$ cat src/rtl/clz_clo_pipe.sv
// Pipelined count-leading-zeros/ones unit: one binary-search halving level per stage,
// valid/ready handshake on both sides with backpressure and flush.
module clz_clo_pipe #(
    parameter int WIDTH = 32,
    parameter int OUT_W = 32,
    parameter int TAG_W = 5
) (
    input  logic             clk,
    input  logic             rst,
    input  logic             flush,
    input  logic             in_valid,
    output logic             in_ready,
    input  logic [WIDTH-1:0] in_data,
    input  logic             in_mode,
    input  logic [TAG_W-1:0] in_tag,
    output logic             out_valid,
    input  logic             out_ready,
    output logic [OUT_W-1:0] out_count,
    output logic             out_all,
    output logic [TAG_W-1:0] out_tag,
    output logic             busy
);
    localparam int L  = $clog2(WIDTH);
    localparam int CW = L + 1;

    logic [WIDTH-1:0] win_q [1:L];
    logic [WIDTH-1:0] win_d [1:L];
    logic [CW-1:0]    cnt_q [1:L];
    logic [CW-1:0]    cnt_d [1:L];
    logic [TAG_W-1:0] tag_q [1:L];
    logic [TAG_W-1:0] tag_d [1:L];
    logic [L:1]       vld_q;
    logic [L:1]       vld_d;
    logic             all_q;
    logic             all_d;

    // Views of each stage's source: index 0 is the (mode-normalised) entry operand.
    logic [WIDTH-1:0] win_v [0:L-1];
    logic [CW-1:0]    cnt_v [0:L-1];
    logic [TAG_W-1:0] tag_v [0:L-1];
    logic [L-1:0]     vld_v;

    logic [L:1]       adv;
    logic [L:1]       ld_ok;
    logic             s1_free;
    logic             in_fire;

    // Backward ready chain: a stage may load when it is empty or its beat moves on.
    always_comb begin
        logic f;
        f     = out_ready;
        adv   = '0;
        ld_ok = '0;
        for (int k = L; k >= 1; k--) begin
            adv[k]   = vld_q[k] && f;
            ld_ok[k] = !vld_q[k] || adv[k];
            f        = ld_ok[k];
        end
        s1_free = f;
    end

    assign in_ready = !rst && !flush && s1_free;
    assign in_fire  = in_valid && in_ready;

    always_comb begin
        win_v[0] = in_mode ? ~in_data : in_data;
        cnt_v[0] = '0;
        tag_v[0] = in_tag;
        vld_v[0] = in_fire;
        for (int k = 1; k < L; k++) begin
            win_v[k] = win_q[k];
            cnt_v[k] = cnt_q[k];
            tag_v[k] = tag_q[k];
            vld_v[k] = vld_q[k];
        end
    end

    always_comb begin
        logic [WIDTH-1:0] w;
        logic [WIDTH-1:0] lo_mask;
        int               h;
        w       = '0;
        lo_mask = '0;
        h       = 0;
        win_d   = win_q;
        cnt_d   = cnt_q;
        tag_d   = tag_q;
        vld_d   = vld_q;
        all_d   = all_q;
        for (int k = 1; k <= L; k++) begin
            if (ld_ok[k]) begin
                vld_d[k] = vld_v[k-1];
                if (vld_v[k-1]) begin
                    w       = win_v[k-1];
                    h       = WIDTH >> k;
                    lo_mask = (WIDTH'(1) << h) - WIDTH'(1);
                    if ((w >> h) == '0) begin
                        win_d[k] = w & lo_mask;
                        cnt_d[k] = cnt_v[k-1] + CW'(h);
                    end else begin
                        win_d[k] = w >> h;
                        cnt_d[k] = cnt_v[k-1];
                    end
                    tag_d[k] = tag_v[k-1];
                    // Last level: a zero 1-bit window means the whole operand was zero.
                    if (k == L) begin
                        all_d    = ~win_d[k][0];
                        cnt_d[k] = cnt_d[k] + CW'(all_d);
                    end
                end
            end
        end
        if (flush) begin
            vld_d = '0;
        end
    end

    always_ff @(posedge clk or posedge rst) begin
        if (rst) begin
            vld_q <= '0;
            all_q <= 1'b0;
            for (int k = 1; k <= L; k++) begin
                win_q[k] <= '0;
                cnt_q[k] <= '0;
                tag_q[k] <= '0;
            end
        end else begin
            vld_q <= vld_d;
            all_q <= all_d;
            win_q <= win_d;
            cnt_q <= cnt_d;
            tag_q <= tag_d;
        end
    end

    assign out_valid = vld_q[L];
    assign out_count = OUT_W'(cnt_q[L]);
    assign out_all   = all_q;
    assign out_tag   = tag_q[L];
    assign busy      = |vld_q;

endmodule
$ cat config.mk
export PLATFORM = sky130hd
export DESIGN_NAME = clz_clo_pipe
export DESIGN_NICKNAME = d
export VERILOG_FILES = /design/src/rtl/clz_clo_pipe.sv
export SDC_FILE = /design/constraint.sdc
export NUM_CORES = 1
export LEC_CHECK = 0
export CAP_MARGIN = 5
export CORE_MARGIN = 5
export CORE_UTILIZATION = 31
export DETAILED_ROUTE_END_ITERATION = 6
export MAX_ROUTING_LAYER = met4
export PLACE_DENSITY = 0.61
export SLEW_MARGIN = 25
export SYNTH_ARGS = -nofsm -noshare
export SYNTH_HDL_FRONTEND = slang
export SYNTH_SLANG_ARGS = --single-unit
$ cat constraint.sdc
create_clock -name clk -period 2.2 [get_ports clk]
set_input_delay 0.22 -clock clk [delete_from_list [all_inputs] [get_ports clk]]
set_output_delay 0.22 -clock clk [all_outputs]
set_load 0.01 [all_outputs]
After elaboration in Yosys (flattened, before gate mapping)
Index checks and enable logic that the tools add are counted.
W data, S select, Z words.
Cells by class
  multiplexer cells: 21
  bitwise gates (word level): 2
  reductions and logical operators: 36
  $add $sub $neg: 5
Operator list (count)
  $logic_not A32 Y1: 5
  $mux W6: 6
  $mux W32: 1
  $not A32 Y32: 1
  $mux W30: 1
  $mux W28: 1
  $mux W24: 1
  $mux W16: 1
  $mux W5: 2
  $reduce_and A2 Y1: 5
  $reduce_bool A2 Y1: 5
  $logic_and A1 B1 Y1: 8
  $mux W1: 8
  $logic_not A1 Y1: 7
  $add A6 B1 Y6: 1
  $add A6 B1 Y6 const B: 1
  $add A6 B2 Y6 const B: 1
  $add A6 B3 Y6 const B: 1
  $add A6 B4 Y6 const B: 1
  $logic_or A1 B1 Y1: 5
  $reduce_or A5 Y1: 1
  $not A1 Y1: 1
Storage, ports and cells
  logic and storage cells: 84
  register bits after elaboration: 187

Depth between registers and ports, before layout
  word-level depth: 14
  gate-level depth with buffers: 8
  depth with buffers taken out: 5

Least setup slack after synthesis
OpenSTA, ideal clock, no wires.
  kind: register to register
  start: register vld_q[5] in the netlist's numbering
  end: register tag_q[10] in the netlist's numbering
  required time: 2.075 ns
  setup time: 0.125 ns
  cell stages (with the launch flop): 6
  arrival time: 1.535 ns
  buffers on the path: 2
  clock period less this slack: 1.660 ns
  path slack: 0.540 ns
  cells stage by stage: dfrtp_1 -> and4b_1 -> clkbuf_1 -> nand2b_1 -> buf_2 -> mux2_2
On the way
  cells in the longest elaborated chain, start to end: 7
  elaborated cells on any way between the ends: 8
Ends and longest elaborated chain
  start, declared: RTL line 32  | logic [L:1] vld_q;
  start signal, assigned: RTL line 128  | vld_q <= vld_d;
  $logic_not A1 Y1 / $logic_and A1 B1 Y1 (equally long branches): RTL line 56, 55
  $logic_or A1 B1 Y1 *: RTL line 56  | ld_ok[k] = !vld_q[k] || adv[k];
  $logic_and A1 B1 Y1 *: RTL line 55  | adv[k] = vld_q[k] && f;
  $logic_or A1 B1 Y1 *: RTL line 56
  $logic_and A1 B1 Y1 *: RTL line 55
  $logic_or A1 B1 Y1 *: RTL line 56
  $reduce_and A2 Y1 (no source line) *
  end signal, assigned: RTL line 132  | tag_q <= tag_d;
  end, declared: RTL line 30  | logic [TAG_W-1:0] tag_q [1:L];
Every way passes the cells marked *; elsewhere a longest branch is shown, timed or not.
A chain may end at the register's enable or synchronous reset.

Worst setup path in the final report
  start: register vld_q[4] in the netlist's numbering
  end: output in_ready
On the way
  cells in the longest elaborated chain, start to end: 9
  elaborated cells on any way between the ends: 10
Ends and longest elaborated chain
  $logic_not A1 Y1 / $logic_and A1 B1 Y1 (equally long branches): RTL line 56, 55
  $logic_or A1 B1 Y1 *: RTL line 56
  $logic_and A1 B1 Y1 *: RTL line 55
  $logic_or A1 B1 Y1 *: RTL line 56
  $logic_and A1 B1 Y1 *: RTL line 55
  $logic_or A1 B1 Y1 *: RTL line 56
  $logic_and A1 B1 Y1 *: RTL line 55
  $logic_or A1 B1 Y1 *: RTL line 56
  $logic_and A1 B1 Y1 *: RTL line 62  | assign in_ready = !rst && !flush && s1_free;
  end, declared: RTL line 12  | output logic in_ready,
Marks and branches as above.

==> summary.md <==
Global routing consumed, over all layers together, 10.74% of the routing resources. In this run the tightest slew margin relative to its limit is 47.22%. For this run, the slowest stage of the critical path takes 0.53 ns.

The average size of a mapped cell came out at 9.840 µm². The time the final worst path needs with I/O delays and setup was 2.020 ns. At the later pin of the worst-skew pair, clock insertion delay measures 0.33 ns.

Dividing the detail-routed via count by the number of cells gives 4.249. TritonCTS built the clock tree. The first routing iteration left 117 violations. The static power due to leakage is 2.300 nW, and the filler cell count in the final layout is 1,294.

In the layout the commonest cells are nand2_1 (78), dfrtp_1 (77), clkdlybuf4s50_1 (56). The H-tree depth was 3. The netlist uses 37 different library cells.

For the final routed database, the setup TNS stands at 0 ns. The floorplan die width was 123.5 µm; the final wirelength was 7.389 mm. The number of maximum-capacitance violations came out at 0. The run gives 41 as the total number of placement rows.

The number of setup buffers added after CTS was 0; the routed wire length per instance was 11.71 µm. The longest clock path from root to sink contains 2 buffers. In the final layout, the share of cells above drive strength 1 is 13.94%.

The clock arrives with 0.006737 ns of skew. Hold repair after CTS inserted 0 buffers. After layout, the worst path uses 91.83% of the clock period.

For the pin with the worst max-slew slack, the measured transition is 0.7917 ns. The tools report the CTS root buffer as clkbuf_16. For the total count of hold-check failures in the final report, the log shows 0. Setup repair after global routing left no endpoint under its margin.

The die covers 15,260 µm². The area growth from synthesis to final layout came out at 22.08%. The logs give 1.98 ns for the required time of the critical path and 9 for the clock buffer count from CTS. Sequential cells were found to cover 48.23% of the synthesized design area.

Buffers placed on the I/O ports in this run total 57. The vertical extent of the die came out at 123.5 µm. The tools report the total of warnings raised by yosys as 0.

For this run, the post-layout net count is 498. Kind of critical path: register to output port. For the data arrival at the endpoint of the critical path, the log shows 1.80 ns. The flow ran to the end, and the final reports show no timing, DRC or antenna violations.

IR analysis of the VDD net gives a maximum drop of 0.5464 mV. The tools report the largest net degree at the start of global routing as 33. First-pass GRT wire length: 12.70 mm. For this design the top-level I/O count stands at 84. Detailed routing placed a total of 3.254 mm of wire on met2.

Routability-driven placement finished with a final weighted congestion of 0.8148. The logs give 3995 µm² for the summed instance area of the synthesized netlist and 0 for the total global routing overflow. The smallest setup slack after layout came out at 0.1797 ns. For the count of pins over their slew limit, the log shows 0.

OpenSTA, run right after detailed placement, puts the worst setup slack at -0.03301 ns. For this run, asynchronously set or reset flops after synthesis account for 100.0%. The length of routed wiring on met1 came out at 3.649 mm. The leading cell type in the layout, fill and taps excluded was nand2_1.

Sink count of the clock tree: 77. The clock-pin slew of the registers on the worst-case setup and hold paths was 0.06 ns. The tools report the post-DP HPWL as 5.743 mm. The floorplan core area was 12,620 µm²; the residual DRC count was 0. For this block, the via count after detailed routing is 2,681. The class of the worst hold path was primary input to asynchronous set/reset pin. Number of nets with antenna violations after detailed routing: 0.

Static timing analysis puts the maximum clock frequency at 495.0 MHz. The worst setup path is launched from a register. The logs give 3.982 mW for the total chip power and 31.66% for the starting density of the core. The power density normalized to cell area is 816.4 nW/µm². The count of flip-flops with a built-in enable after synthesis works out to 0. The number of global-route vias before repair was 2,708.

The highest signal layer in the routed design was met4. Setup violations remaining at the end of the flow were counted as 0. Counting every instance in the synthesized netlist gives 406. The run gives 0 as the number of gates resized after cts. The endpoint type of the worst setup path was an output port. Detailed routing placed a total of 363 µm of wire on met3.

After synthesis the netlist holds a flip-flop and latch count of 77. Walking the worst path, the cells encountered are and4b_1 > nand3_1 > and2_1 > clkdlybuf4s50_1. Number of iterations in the first detailed-routing pass: 4. The number of antenna violations at the first check in global routing was 0.

The highest-delay cell along the critical path was clkdlybuf4s50_1. Among all flip-flop cells after synthesis, the most frequent one is dfrtp_1. The number of diodes added for antenna fixing was 0; the maximum fanout encountered on the critical timing path was 6.
[Yosys cell counts (6+ instances only)]
library cell,n,area share (%)
a21oi_1,11,1.4
buf_2,6,0.75
buf_4,37,7.0
clkbuf_1,8,0.75
dfrtp_1,77,48
inv_1,8,0.75
mux2_2,22,6.2
mux2i_1,8,2.0
nand2_1,78,7.3
nand3_1,15,1.9
nor2_1,13,1.2
nor2b_1,29,4.5
o211ai_2,7,2.2
o21ai_0,25,3.1
xor2_1,20,4.4
[layout make-up]
cell class | count | area, µm² | area share (%)
Sequential cell | 77 | 1927 | 39.51
Multi-Input combinational cell | 289 | 1740 | 35.68
Timing Repair Buffer | 69 | 680.7 | 13.96
Clock buffer | 9 | 225.2 | 4.618
Tap cell | 172 | 215.2 | 4.413
Clock inverter | 7 | 58.81 | 1.206
Inverter | 8 | 30.03 | 0.6157
[worst max-delay path, delay by kind of cell, from the launching register on]
| family | cells | cell delay (ns) |
|---|---|---|
| buffers and inverters | 1 | 0.53 |
| flip-flops | 1 | 0.42 |
| AND/OR/NAND/NOR | 3 | 0.53 |
[per-stage QoR]
| step | util [%] | std cells | hold slack [ns] | cell area, µm² |
|---|---|---|---|---|
| 2_1_floorplan | - | 431 | 0.2864 | 4089 |
| 3_3_place_gp | 36.40 | 615 | 0.4559 | 4593 |
| 3_5_place_dp | 36.40 | 615 | 0.4547 | 4593 |
| 4_1_cts | 38.65 | 631 | 0.3524 | 4877 |
| 5_1_grt | 38.65 | 631 | 0.4034 | 4877 |
| 6_report | 38.65 | 631 | 0.3300 | 4877 |
[flip-flops by register name, indices dropped and copies added (netlist names)]
name and flops:
cnt_q 10, out_all 1, out_count 6, out_tag 5, tag_q 20, vld_q 5
win_q 30
[where the power goes]
part | internal, mW | switching (mW) | total (mW)
Clock | 0.781 | 0.599 | 1.38
Sequential | 1.70 | 0.180 | 1.88
Combinational | 0.383 | 0.337 | 0.720
Total | 2.87 | 1.12 | 3.98
[per-layer routing]
layer  up-vias  GRT usage [%]
li1       1401              -
met1      1201          14.28
met2        72          15.83
met3         7          2.790
met4         0          3.945
met5         -              -
[path summary, 6_finish.rpt]
kind                              end       from  slack [ns]  depth (start not counted)
max                          in_ready   vld_q[4]        0.18                          4
min                          vld_q[1]        rst        0.33                          2
max reg2reg                win_q[142]   vld_q[4]        0.28                          5
min reg2reg                 tag_q[18]  tag_q[23]        0.46                          2
max in group asynchronous   tag_q[23]        rst        1.30                          3
min in group clk           win_q[135]    in_mode        0.42                          4
[logic make-up after synthesis]
| kind of cell | Yosys count | share of synthesized area [%] |
|---|---|---|
| AO/OA/AOI/OAI | 56 | 9.615 |
| XOR/XNOR | 21 | 4.604 |
| adder cells (fa/ha/maj) | 1 | 0.3131 |
| buffers and inverters | 65 | 10.55 |
| flip-flops | 77 | 48.23 |
| multiplexers | 30 | 8.206 |
| other | 1 | 0.09387 |
| AND/OR/NAND/NOR | 155 | 18.38 |
Power figures use the tool's default switching activity.
